### config.mk
export PLATFORM = sky130hd
export DESIGN_NAME = rst_seq
export DESIGN_NICKNAME = d
export VERILOG_FILES = /design/src/rtl/rst_pkg.sv /design/src/rtl/debounce.sv /design/src/rtl/rst_seq.sv
export SDC_FILE = /design/constraint.sdc
export NUM_CORES = 1
export LEC_CHECK = 0
export CAP_MARGIN = 0
export CORE_MARGIN = 4
export CORE_UTILIZATION = 45
export DETAILED_ROUTE_END_ITERATION = 12
export PLACE_DENSITY_LB_ADDON = 0.05
export RECOVER_POWER = 50
export SYNTH_ARGS = -nofsm -noshare
export SYNTH_HDL_FRONTEND = slang
export SYNTH_SLANG_ARGS = --single-unit
### constraint.sdc
create_clock -name clk -period 2.14 [get_ports clk]
set_input_delay 0.214 -clock clk [delete_from_list [all_inputs] [get_ports clk]]
set_output_delay 0.214 -clock clk [all_outputs]
set_load 0.1 [all_outputs]
### src/rtl/rst_pkg.sv
// Shared types and helpers for the reset sequencer.
// Holds the FSM state encoding, the cause bit positions and the counter width helper.
package rst_pkg;

    typedef enum logic {
        StHold,
        StRun
    } state_e;

    localparam int unsigned CAUSE_PWR = 0;
    localparam int unsigned CAUSE_BTN = 1;
    localparam int unsigned CAUSE_SYS = 2;

    // Bits needed to hold values 0..max_val.
    function automatic int unsigned cnt_width(input int unsigned max_val);
        return (max_val < 2) ? 1 : $clog2(max_val + 1);
    endfunction

endpackage

### src/rtl/debounce.sv
// Synchroniser followed by a stable-count filter for an active-low, bouncy input.
// The output follows the input only after it has differed for DEBOUNCE_CYCLES cycles in a row.
module debounce
    import rst_pkg::*;
#(
    parameter int unsigned SYNC_STAGES     = 2,
    parameter int unsigned DEBOUNCE_CYCLES = 200000
) (
    input  logic clk,
    input  logic rst_n,
    input  logic in_n,
    output logic out_db
);

    localparam int unsigned CntW = cnt_width(DEBOUNCE_CYCLES - 1);

    logic [SYNC_STAGES-1:0] sync_q;
    logic [CntW-1:0]        cnt_q, cnt_d;
    logic                   db_q, db_d;
    logic                   in_s;

    assign in_s = sync_q[SYNC_STAGES-1];

    always_comb begin
        db_d  = db_q;
        cnt_d = '0;
        // Any cycle matching the accepted level restarts the count.
        if (in_s != db_q) begin
            if (cnt_q == CntW'(DEBOUNCE_CYCLES - 1)) begin
                db_d = in_s;
            end else begin
                cnt_d = cnt_q + CntW'(1);
            end
        end
    end

    // Reset to the released level so a power-up never looks like a press.
    always_ff @(posedge clk or negedge rst_n) begin
        if (!rst_n) begin
            sync_q <= '1;
            cnt_q  <= '0;
            db_q   <= 1'b1;
        end else begin
            sync_q <= {sync_q[SYNC_STAGES-2:0], in_n};
            cnt_q  <= cnt_d;
            db_q   <= db_d;
        end
    end

    assign out_db = db_q;

endmodule

### src/rtl/rst_seq.sv
// Reset sequencer: merges PLL lock, push-button and system requests into one stretched reset.
// Also records the cause of the last reset and counts warm resets since power-on.
module rst_seq
    import rst_pkg::*;
#(
    parameter int unsigned SYNC_STAGES     = 2,
    parameter int unsigned DEBOUNCE_CYCLES = 200000,
    parameter int unsigned STRETCH_CYCLES  = 1024
) (
    input  logic       clk,
    input  logic       rst_n,
    input  logic       clk_ok,
    input  logic       btn_n,
    input  logic       sys_rst_req,
    output logic       rst_out_n,
    output logic [2:0] rst_cause,
    output logic [7:0] rst_count
);

    localparam int unsigned StrW = cnt_width(STRETCH_CYCLES);

    logic [SYNC_STAGES-1:0] lock_sync_q;
    logic                   btn_db;
    logic                   btn_db_prev_q;
    state_e                 state_q, state_d;
    logic [StrW-1:0]        cnt_q, cnt_d;
    logic                   rst_out_q, rst_out_d;
    logic [2:0]             cause_q, cause_d;
    logic [7:0]             count_q, count_d;
    logic                   lock_loss, press, hold_btn, req;

    debounce #(
        .SYNC_STAGES    (SYNC_STAGES),
        .DEBOUNCE_CYCLES(DEBOUNCE_CYCLES)
    ) u_btn_db (
        .clk   (clk),
        .rst_n (rst_n),
        .in_n  (btn_n),
        .out_db(btn_db)
    );

    assign lock_loss = !lock_sync_q[SYNC_STAGES-1];
    assign press     = btn_db_prev_q && !btn_db;
    assign hold_btn  = !btn_db;
    assign req       = sys_rst_req;

    always_comb begin
        state_d   = state_q;
        cnt_d     = cnt_q;
        rst_out_d = rst_out_q;
        cause_d   = cause_q;
        count_d   = count_q;
        unique case (state_q)
            StHold: begin
                rst_out_d = 1'b0;
                // Counting to STRETCH_CYCLES keeps the request-to-release window at
                // STRETCH_CYCLES+1 low cycles, including the cycle the reset is entered.
                if (lock_loss || hold_btn || req) begin
                    cnt_d = '0;
                end else if (cnt_q == StrW'(STRETCH_CYCLES)) begin
                    state_d   = StRun;
                    rst_out_d = 1'b1;
                    cnt_d     = '0;
                end else begin
                    cnt_d = cnt_q + StrW'(1);
                end
            end
            StRun: begin
                rst_out_d = 1'b1;
                if (lock_loss || press || req) begin
                    state_d              = StHold;
                    rst_out_d            = 1'b0;
                    cnt_d                = '0;
                    cause_d              = '0;
                    cause_d[CAUSE_PWR]   = lock_loss;
                    cause_d[CAUSE_BTN]   = press;
                    cause_d[CAUSE_SYS]   = req;
                    if (count_q != 8'hFF) begin
                        count_d = count_q + 8'd1;
                    end
                end
            end
        endcase
    end

    always_ff @(posedge clk or negedge rst_n) begin
        if (!rst_n) begin
            lock_sync_q   <= '0;
            btn_db_prev_q <= 1'b1;
            state_q       <= StHold;
            cnt_q         <= '0;
            rst_out_q     <= 1'b0;
            cause_q       <= 3'b001;
            count_q       <= '0;
        end else begin
            lock_sync_q   <= {lock_sync_q[SYNC_STAGES-2:0], clk_ok};
            btn_db_prev_q <= btn_db;
            state_q       <= state_d;
            cnt_q         <= cnt_d;
            rst_out_q     <= rst_out_d;
            cause_q       <= cause_d;
            count_q       <= count_d;
        end
    end

    assign rst_out_n = rst_out_q;
    assign rst_cause = cause_q;
    assign rst_count = count_q;

endmodule

==> summary.txt <==
Run status
  • Outcome: finished clean

Power and ir drop
  • Leak pwr: 0.00105 uW
  • Clk network pwr share: 0.400
  • Reg power frac: 0.572
  • Sw frac: 0.204
  • Power per cell area: 611 nW/um^2
  • Net Sw Power: 324 uW
  • Combinational Power Share: 0.028
  • VDD IR-drop max: between 0.0002 and 0.0003 V
  • Pint: approximately 1300 uW

STA
  • Worst slew pin tran: between 1000 and 1500 ps
  • Max Fclk: 550 MHz
  • Unrepaired setup endpoints after global routing: false
  • Final hold vios: 0
  • Min Tclk post-route: 1820 ps
  • Max-slew violations: 0
  • Final setup fails: 0
  • Final period util: 0.849
  • Total negative slack: 0 ps
  • Hold_ws: 196 ps
  • Clock skew: 9.97 ps
  • Relative slew slack: 0.229

Layout
  • Register area: 1180 um^2
  • Ratio of cells with drive above 1 in the final layout: 0.148
  • Commonest non-fill, non-tap cells in the layout: dfrtp_1 (42), nand2_1 (24), nor2_1 (16), nand3_1 (16), buf_4 (12)
  • Multi-input gate area: approximately 1100 um^2
  • Area Overhead vs Synth: 13.4%
  • Most common cell after layout, fill and taps aside: dfrtp_1
  • # diodes: 0
  • Fillcell total: 449
  • Final net count: 251

Clocking
  • CTS max path bufs: 2
  • Root Buffer: clkbuf_8
  • CTS tree: built
  • H-tree levels: 2
  • Num CTS Buffers: 5
  • CTS Hold Bufs: 0
  • CTS resizes: 0
  • Latest clock arrival within the worst-skew pair: 300 ps
  • Setup repair bufs after CTS: 0
  • Number of clock sinks: 47
  • Clk slew on worst S/H paths: roughly 90 ps

Synth
  • FFs w/ async S/R, synth: 1.00
  • Synth Flop Type: dfrtp_1
  • Post-Syn Area: 2290 um^2
  • Top area cells in the synthesized netlist: dfrtp_1 (46%), dfstp_2 (5.7%), nand2_1 (3.9%)
  • YS warnings: 0
  • Syn Inst Count: 220
  • Post-synthesis sequential area ratio: 0.517
  • Yosys top cell area share: 0.460
  • Syn avg cell area: 10.4 um^2
  • Syn nets: 229
  • #FFs+latches synth: 47
  • Cell accounting for the most synthesized area: dfrtp_1
  • Yosys cell types: 44
  • Post-synth EDFFs: 0

Critical path
  • CP Max Fanout: 18
  • Worst R2R Setup Slack: 320 ps
  • Worst r2r src: u_btn_db.cnt_q[6]
  • Kind of end point of the critical path: flip-flop
  • Crit path DAT: ~2000 ps
  • Worst r2r dst: u_btn_db.cnt_q[5]
  • Startpoint types: flip-flop
  • R2R depth: 5
  • CP Data Required Time: 2320 ps
  • Critical path class: reg2reg

Drt
  • Met2 WL: 2200 um
  • Via density per instance: 5.45
  • Final WL: 4420 um
  • WL met3: roughly 160 um
  • ANT nets after route: 0
  • Initial DRT Pass Iterations: 4
  • Highest routed layer: met4
  • Initial DRC Count: 35
  • WL/cell: 14.2 um
  • DRC Markers: 0
  • Vias: 1690
  • Wl on met1: around 2000 um

Global routing
  • First-pass GRT wire length: 7810 um
  • Pin count of the biggest net entering global routing: 48
  • Vias in the first global route: 1752
  • GRT overflow: 0
  • GRT Util Overall: 0.157
  • Initial antenna violation count: 0

Die
  • Die span in y: 79.3 um
  • Ports: 17
  • Chip width: 79.3 um
  • Rows: 25
  • CORE AREA: 4820 um^2
  • Starting density of the core: 0.475
  • Die area: between 6000 and 7000 um^2

Place
  • Global placer's final weighted congestion: 0.837
  • Port Buffers: 16
  • DPL Wire Length: between 3000 and 4000 um

Min path
  • Hold crit path type: in2async

Job
  • MaxCap Viol Count: 0
## state kept, by name, indices dropped and copies added (netlist names)
name,flops
cnt_q,11
u_btn_db.out_db,1
lock_sync_q,2
rst_count,8
rst_cause,3
rst_out_n,1
u_btn_db.sync_q,2
u_btn_db.cnt_q,18
btn_db_prev_q,1
## power groups by stage
stage | logic [uW] | clock network, uW | registers [uW]
detailed placement | 46.7 | 0 | 923
floorplan | 18.4 | 0 | 921
finish | 43.9 | 634 | 906
global route | 50.7 | 707 | 907
CTS | 46.9 | 663 | 906
global placement | 45.9 | 0 | 922
## critical path: stages, from the launching register on
cell and delay, ps:
dfrtp_1 480, nand4bb_1 210, or4_4 510, o31ai_4 170, buf_4 250, nor2_1 80
## cell families after synthesis
group                      Yosys count  share of synthesized area
adders and majority gates            4                     0.0219
DFF                                 47                      0.517
and+or+nand+nor                    106                      0.252
xor gates and xnor gates            20                     0.0766
AOI/OAI and AO/OA                   30                     0.0974
buffers and inverters               10                     0.0197
muxes                                3                     0.0148
## cell type report
type                    count  share of cell area
flip-flops and latches     47               0.456
multi-input cells         163               0.408
inverters                   7              0.0101
well taps                  67              0.0324
repair buffers             18              0.0517
clock buffers               7              0.0295
clock inverters             1              0.0116
## per-stage QoR
stage	util	setup slack [ps]	std cells	instance area [um^2]	power, uW
after floorplan	-	45.9	220	2290	939
after global placement	0.517	315	302	2490	968
after detailed placement	0.517	287	302	2490	970
after CTS	0.539	317	310	2600	1620
after global routing	0.538	250	310	2590	1660
final	0.538	323	310	2590	1580
## worst max-delay path by stage
stage	cells after the start	slack, ps	from	end
CTS	5	320	u_btn_db.cnt_q[6]	u_btn_db.cnt_q[5]
detailed placement	5	290	sys_rst_req	cnt_q[7]
floorplan	4	50	rst_out_n	rst_count[1]
finish	5	320	u_btn_db.cnt_q[6]	u_btn_db.cnt_q[5]
global placement	5	310	sys_rst_req	cnt_q[8]
global route	4	250	u_btn_db.out_db	cnt_q[7]
## Yosys cell counts, types with 2 or more instances
cell type,number
nand4_1,8
o21ai_0,6
mux2_2,3
xor2_1,10
nor4_1,7
dfstp_2,5
a21o_1,2
xnor2_1,10
nor2_1,16
ha_1,4
or2_2,2
inv_1,7
nand2_1,24
o21bai_1,3
o31ai_1,4
dfrtp_1,42
and3_1,5
nand4bb_1,2
or4_1,2
a22o_1,2
nand3_1,16
nor3_1,9
a31oi_1,3
or3_1,4
clkbuf_1,2
a21oi_1,4
## metal layers
layer | vias up | track usage
met1 | 816 | 0.187
met4 | 0 | 0.0670
met2 | 28 | 0.266
li1 | 841 | -
met3 | 5 | 0.0442
met5 | - | 0
Power figures use the tool's default switching activity.
